`src/rtl/config_writer.sv`:
```
// Configuration image writer: shadow load, atomic commit, optional readback.
// Readback is compiled in when CONFIG_WRITER_READBACK_EN is defined.
module config_writer #(
  parameter int CW     = 16,
  parameter int NWORDS = 7
) (
  input  logic                 clk,
  input  logic                 rst_n,
  input  logic                 start,
  input  logic                 abort,
  input  logic                 in_valid,
  input  logic [CW-1:0]        in_data,
  output logic                 in_ready,
  output logic [CW*NWORDS-1:0] cfg_out,
  output logic                 cfg_valid,
  output logic                 busy,
  output logic                 done
`ifdef CONFIG_WRITER_READBACK_EN
  ,
  input  logic                 rb_start,
  output logic                 out_valid,
  input  logic                 out_ready,
  output logic [CW-1:0]        out_data
`endif
);

  localparam int CNTW =
    (NWORDS > 1) ? $clog2(NWORDS) : 1;
  localparam logic [CNTW-1:0] LAST =
    CNTW'(NWORDS - 1);

  typedef enum logic [1:0] {
    S_IDLE,
    S_LOAD,
    S_COMMIT
`ifdef CONFIG_WRITER_READBACK_EN
    ,
    S_READBACK
`endif
  } state_t;

  state_t                 state;
  logic [CNTW-1:0]        cnt;
  logic [CW*NWORDS-1:0]   shadow;
  logic [CW*NWORDS-1:0]   img;
  logic                   hs;
  int                     idx;

  assign in_ready = (state == S_LOAD) && !abort;
  assign hs       = in_valid && in_ready;
  assign idx      = int'(cnt);

  // Image as it will look once the word on the bus lands.
  always_comb begin
    img = shadow;
    img[idx*CW +: CW] = in_data;
  end

`ifdef CONFIG_WRITER_READBACK_EN
  logic [CNTW-1:0] rb_cnt;
  int              rb_idx;

  assign rb_idx    = int'(rb_cnt);
  assign out_valid = (state == S_READBACK);
  assign out_data  = cfg_out[rb_idx*CW +: CW];
`endif

  always_ff @(posedge clk or negedge rst_n) begin
    if (!rst_n) begin
      state     <= S_IDLE;
      cnt       <= '0;
      shadow    <= '0;
      cfg_out   <= '0;
      cfg_valid <= 1'b0;
      busy      <= 1'b0;
      done      <= 1'b0;
`ifdef CONFIG_WRITER_READBACK_EN
      rb_cnt    <= '0;
`endif
    end else begin
      done <= 1'b0;
      case (state)
        S_IDLE: begin
          if (start && !abort) begin
            state <= S_LOAD;
            cnt   <= '0;
            busy  <= 1'b1;
          end
`ifdef CONFIG_WRITER_READBACK_EN
          else if (rb_start && !abort) begin
            state  <= S_READBACK;
            rb_cnt <= '0;
            busy   <= 1'b1;
          end
`endif
        end
        S_LOAD: begin
          if (abort) begin
            state <= S_IDLE;
            cnt   <= '0;
            busy  <= 1'b0;
          end else if (hs) begin
            shadow[idx*CW +: CW] <= in_data;
            if (cnt == LAST) begin
              cfg_out   <= img;
              cfg_valid <= 1'b1;
              done      <= 1'b1;
              state     <= S_COMMIT;
              cnt       <= '0;
            end else begin
              cnt <= cnt + 1'b1;
            end
          end
        end
        S_COMMIT: begin
          state <= S_IDLE;
          busy  <= 1'b0;
        end
`ifdef CONFIG_WRITER_READBACK_EN
        S_READBACK: begin
          if (abort) begin
            state  <= S_IDLE;
            rb_cnt <= '0;
            busy   <= 1'b0;
          end else if (out_ready) begin
            if (rb_cnt == LAST) begin
              state  <= S_IDLE;
              rb_cnt <= '0;
              busy   <= 1'b0;
            end else begin
              rb_cnt <= rb_cnt + 1'b1;
            end
          end
        end
`endif
        default: begin
          state <= S_IDLE;
          busy  <= 1'b0;
        end
      endcase
    end
  end

endmodule

```
`config.mk`:
```
export PLATFORM = sky130hd
export DESIGN_NAME = config_writer
export DESIGN_NICKNAME = d
export VERILOG_FILES = /design/src/rtl/config_writer.sv
export SDC_FILE = /design/constraint.sdc
export NUM_CORES = 1
export LEC_CHECK = 0
export CAP_MARGIN = 25
export CORE_MARGIN = 4
export CORE_UTILIZATION = 32
export DETAILED_ROUTE_END_ITERATION = 10
export GPL_TIMING_DRIVEN = 0
export SYNTH_ARGS = -nofsm -noshare
export SYNTH_HDL_FRONTEND = slang
export SYNTH_SLANG_ARGS = --single-unit
```
`constraint.sdc`:
```
create_clock -name clk -period 4.5 [get_ports clk]
set_input_delay 0.9 -clock clk [delete_from_list [all_inputs] [get_ports clk]]
set_output_delay 0.9 -clock clk [all_outputs]
set_load 0.01 [all_outputs]
```
---- Yosys cells after proc, flatten, opt, wreduce, memory -nomap -nowiden ----
Index checks and enable logic that the tools add are counted.
cells by class
  $add $sub $neg .......................... 2
  equal/unequal tests ..................... 6
  shift-type cells ........................ 2
  mux-type cells .......................... 18
  bitwise operators ....................... 1
  reductions and logical operators ........ 11
operators by type and width
  cell                         count
  $bwmux W112                  1
  $shift A16 B33 Y112 const A  1
  $shiftx A16 B33 Y112         1
  $neg A7 Y33                  1
  $mux W3                      4
  $reduce_and A3 Y1            3
  $mux W2                      4
  $mux W1                      6
  $pmux W3 S2                  1
  $ne A2 B2 Y1 const B         2
  $pmux W2 S2                  1
  $reduce_and A4 Y1            1
  $add A3 B1 Y3 const B        1
  $eq A3 B3 Y1 const B         1
  $logic_and A1 B1 Y1          3
  $ne A3 B2 Y1 const B         1
  $ne A3 B3 Y1 const B         1
  $eq A2 B1 Y1 const B         1
  $logic_not A2 Y1             1
  $pmux W1 S2                  1
  $reduce_and A2 Y1            1
  $reduce_bool A2 Y1           1
  $logic_not A1 Y1             1
  $not A1 Y1                   1
word-level totals
  register bits after elaboration ......... 232
  bits of input ports ..................... 21
  output and inout port bits .............. 116
  word-level logic and storage cells ...... 47

---- Longest topological paths before layout ----
  depth in word-level cells ............... 6
  gate-level depth with buffers ........... 11
  gate-level depth less buffers ........... 6

---- Worst setup path before layout ----
Ideal clock, no wire load.
  path type ............................... reg2reg
  start ................................... reg cnt[0]
  end ..................................... reg shadow[22]
  setup time .............................. 125 ps
  arrival time ............................ 2,823 ps
  data required time ...................... 4,375 ps
  path slack .............................. 1,552 ps
  stages on the path, launching flop included .. 11
  buffers on the path ..................... 4
  clock period less this slack ............ 2,948 ps
  cell sequence ........................... dfrtp_1 > buf_2 > clkbuf_1 > inv_1 > ha_1 > ha_1 > and2_1 > clkbuf_2 > nor3b_2 > buf_4 > mux2_2
between the ends
  cells in the longest elaborated chain, start to end .. 3
  elaborated cells on any way between the ends .. 4
  classes of those cells .................. add/sub: 1; shift: 2; mux: 1
RTL lines
  element                                                      RTL line  text
  from (decl)                                                  43        logic [CNTW-1:0] cnt;
  from (signal assigned)                                       111       cnt <= cnt + 1'b1;
  $neg A7 Y33 *                                                103       shadow[idx*CW +: CW] <= in_data;
  $shiftx A16 B33 Y112 or $shift A16 B33 Y112 (tied branches)  103
  $bwmux W112 *                                                103
  to (signal, indexed assignment)                              103
  to (decl)                                                    44        logic [CW*NWORDS-1:0] shadow;
Mark *: on every way between the ends. The rest lies on a longest branch, timed or not.
A chain may end at the register's enable or synchronous reset.

---- Worst setup path in the final report ----
  start ................................... reg cnt[0]
  end ..................................... reg cfg_out[31]
between the ends
  cells in the longest elaborated chain, start to end .. 3
  elaborated cells on any way between the ends .. 6
  classes of those cells .................. add/sub: 1; eq/ne: 1; shift: 2; mux: 1; reduce/logical: 1
RTL lines
  element                                                      RTL line  text
  $neg A7 Y33                                                  56        img[idx*CW +: CW] = in_data;
  $shiftx A16 B33 Y112 or $shift A16 B33 Y112 (tied branches)  56
  $bwmux W112                                                  56
  to (signal assigned)                                         105       cfg_out <= img;
  to (decl)                                                    14        output logic [CW*NWORDS-1:0] cfg_out,
Several ways; a longest one is shown, not always the timed one.

==> impl_metrics.tcl <==
set metrics [dict create \
    cts_tree "built" \
    cts.sinks 232 \
    clkTransAtPathRegs_ns 0.06 \
    cts-root-buf "clkbuf_16" \
    cts_resized 0 \
    track_usage 0.185 \
    drive_gt1_frac 0.166 \
    synth.avg_cell_area_um2 10.9 \
    yosysTopAreaCell "dfrtp_1" \
    grt_setup_unrepaired "no" \
    crit_required_ns 4.90 \
    syn-instance-count 978 \
    p_per_area_mw_per_mm2 369 \
    die_x_um 191 \
    synthTopCellsByArea "dfrtp_1 (54%), mux2_2 (10%), a21oi_1 (6.8%)" \
    final_nets 1165 \
    rows 66 \
    start_util 0.326 \
    first_pass_iters 5 \
    grt_max_degree 110 \
    grt_pass1_wl_um 52400 \
    maxSlewViolCount 0 \
    ys_warn_count 0 \
    min_period_ns 3.93 \
    multi_input_area_mm2 0.00431 \
    area_delta_synth_final_pct 25.2 \
    cpLargestDelayFamily "buffers and inverters" \
    hold_viol 0 \
    setup.worst_path.start_class "register" \
    ctsLongestPathBuffers 3 \
    dominantRegCellSynth "dfrtp_1" \
    fin_skew_ns 0.00924 \
    totalWireLength_um 34400 \
    vias_per_cell 5.34 \
    crit_path_cell_trace "buf_2 -> clkbuf_1 -> inv_1 -> ha_1 -> ha_1 -> buf_2 -> clkbuf_1 -> o311ai_1 -> clkbuf_4 -> buf_4 -> a32oi_1 -> a21oi_1" \
    syn-num-nets 1006 \
    gp_congestion 0.844 \
    hold_buffers 0 \
    ios 137 \
    ys_ff_latch 232 \
    drc 0 \
    finalSetupViolCount 0 \
    worstSetupPathType "reg -> reg" \
    initialDrtViolationCount 677 \
    yosysSeqAreaShare 0.544 \
    syn_area_mm2 0.0107 \
    antenna_found_initial 0 \
    max_freq_mhz 255 \
    async_flop_share 1.00 \
    die_area_mm2 0.0364 \
    portBuffers 129 \
    post-cts-setup-buffer-count 0 \
    synth_edf_count 0 \
    p_leak_nw 5.84 \
    numCtsBuffers 25 \
    slowest_stage "dfrtp_1" \
    vias 8521 \
    clock_latency_ns 0.53 \
    overflow 0 \
    synth.top_cell.area_share 0.544 \
    ys_top_cells_by_count "dfrtp_1 (232), a21oi_1 (146), mux2_2 (98)" \
    dpl.hpwl_um 23300 \
    end_kind "register" \
    dp_cells 1551 \
    timing.slew.headroom 0.295 \
    peakVddDrop_uv 256 \
    period_share 0.873 \
    max_stage_delay_ns 0.53 \
    critical_path_buf_inv_count 7 \
    n_fill_cell 3188 \
    stdcell_count 1597 \
    cap_viol_max_count 0 \
    ant_nets 0 \
    hp-class "in -> async" \
    die_h_um 191 \
    h-tree-depth 1 \
    core_mm2 0.0327 \
    status "complete, no violations" \
    timing.hold.ws_ns 0.225 \
    n_antenna_cell 0 \
    synth.distinct_cells 49 \
    worstPathArrival_ns 4.33 \
    post_drt_wl_per_cell_um 21.5 \
    yosysMostFrequentCell "dfrtp_1" \
    rrSetupSlack_ns 0.57 \
    crit_path_max_fanout 10 \
    power.total_mw 4.93 \
    tightestPinTransition_ns 1.06 \
    register_area_mm2 0.00581 \
    first_global_vias 8537 \
]
-- registers in the layout (all words and copies together), names as in the netlist --
signal,cells
state,2
cfg_out,112
done,1
cfg_valid,1
cnt,3
busy,1
shadow,112
-- metal layers --
layer | vias up | part of all wire | track usage
met4 | 0 | 0.030 | 0.0530
li1 | 3872 | - | -
met3 | 53 | 0.055 | 0.0308
met1 | 4286 | 0.47 | 0.269
met2 | 310 | 0.45 | 0.285
met5 | - | 0 | 0
-- worst paths after layout --
path | from | end | cells past startpoint
max | cnt[0] | cfg_out[31] | 12
min | rst_n | cfg_out[105] | 1
max reg2reg | cnt[0] | cfg_out[31] | 12
min reg2reg | cfg_valid | cfg_valid | 1
max in group asynchronous | rst_n | cfg_out[19] | 2
min in group clk | cfg_valid | cfg_valid | 1
-- layout make-up --
class / count / share of cell area
flip-flops and latches: 232 / 0.434
multi-input cells: 619 / 0.323
repair buffers: 132 / 0.102
clock buffers: 41 / 0.0565
well taps: 442 / 0.0414
plain buffers: 109 / 0.0367
inverters: 18 / 0.00505
clock inverters: 4 / 0.00178
-- through the flow --
| stage | cell area (um^2) | utilization | setup WS [ns] | TNS, ns |
|---|---|---|---|---|
| floorplan | 10700 | - | 1.55 | 0 |
| global placement | 12500 | 0.383 | -7.62 | -1761.09 |
| detailed placement | 12600 | 0.385 | 0.440 | 0 |
| CTS | 13400 | 0.409 | 0.424 | 0 |
| global route | 13400 | 0.409 | 0.266 | 0 |
| finish | 13400 | 0.409 | 0.572 | 0 |
-- cells by family (layout without fill, tap and decap cells) --
family,count (synthesis),after routing,share of synthesized area
compound gates,312,312,0.169
flops,232,232,0.544
simple gates,186,186,0.108
buf+inv,127,304,0.0523
mux,114,114,0.118
fa+ha+maj,7,7,0.00820
-- layout by cell type, fill, tap and decap left out, types with 6 or more instances in the layout --
master	synthesis	final
and2_1	27	27
buf_2	29	29
a31oi_1	65	65
mux2i_1	16	16
o31ai_1	16	16
a22oi_1	13	13
clkbuf_8	0	7
a21oi_1	146	146
nor2b_1	18	18
nand4b_1	16	16
nand3_1	12	12
clkbuf_1	68	77
nand2_1	57	57
clkdlybuf4s50_1	0	128
clkbuf_16	0	25
dfrtp_1	232	232
a32oi_1	19	19
o21ai_0	49	49
and3_1	6	6
inv_1	18	18
ha_1	7	7
mux2_2	98	98
nand3b_1	16	16
nor2_1	6	6
buf_4	6	6
-- power breakdown --
group	switching, mW	leakage (nW)	total (mW)	internal [mW]
logic	0.392	2.33	0.649	0.257
registers	0.0768	3.13	2.29	2.22
clock network	0.847	0.385	1.99	1.14
-- worst register-to-register path: cells and delay by family, from the launching register on --
family	cells	cell delay, ns
AOI/OAI and AO/OA	3	0.55
adders and majority gates	2	0.65
buffers and inverters	7	2.08
DFF	1	0.53
(Power assumes the default switching activity.)
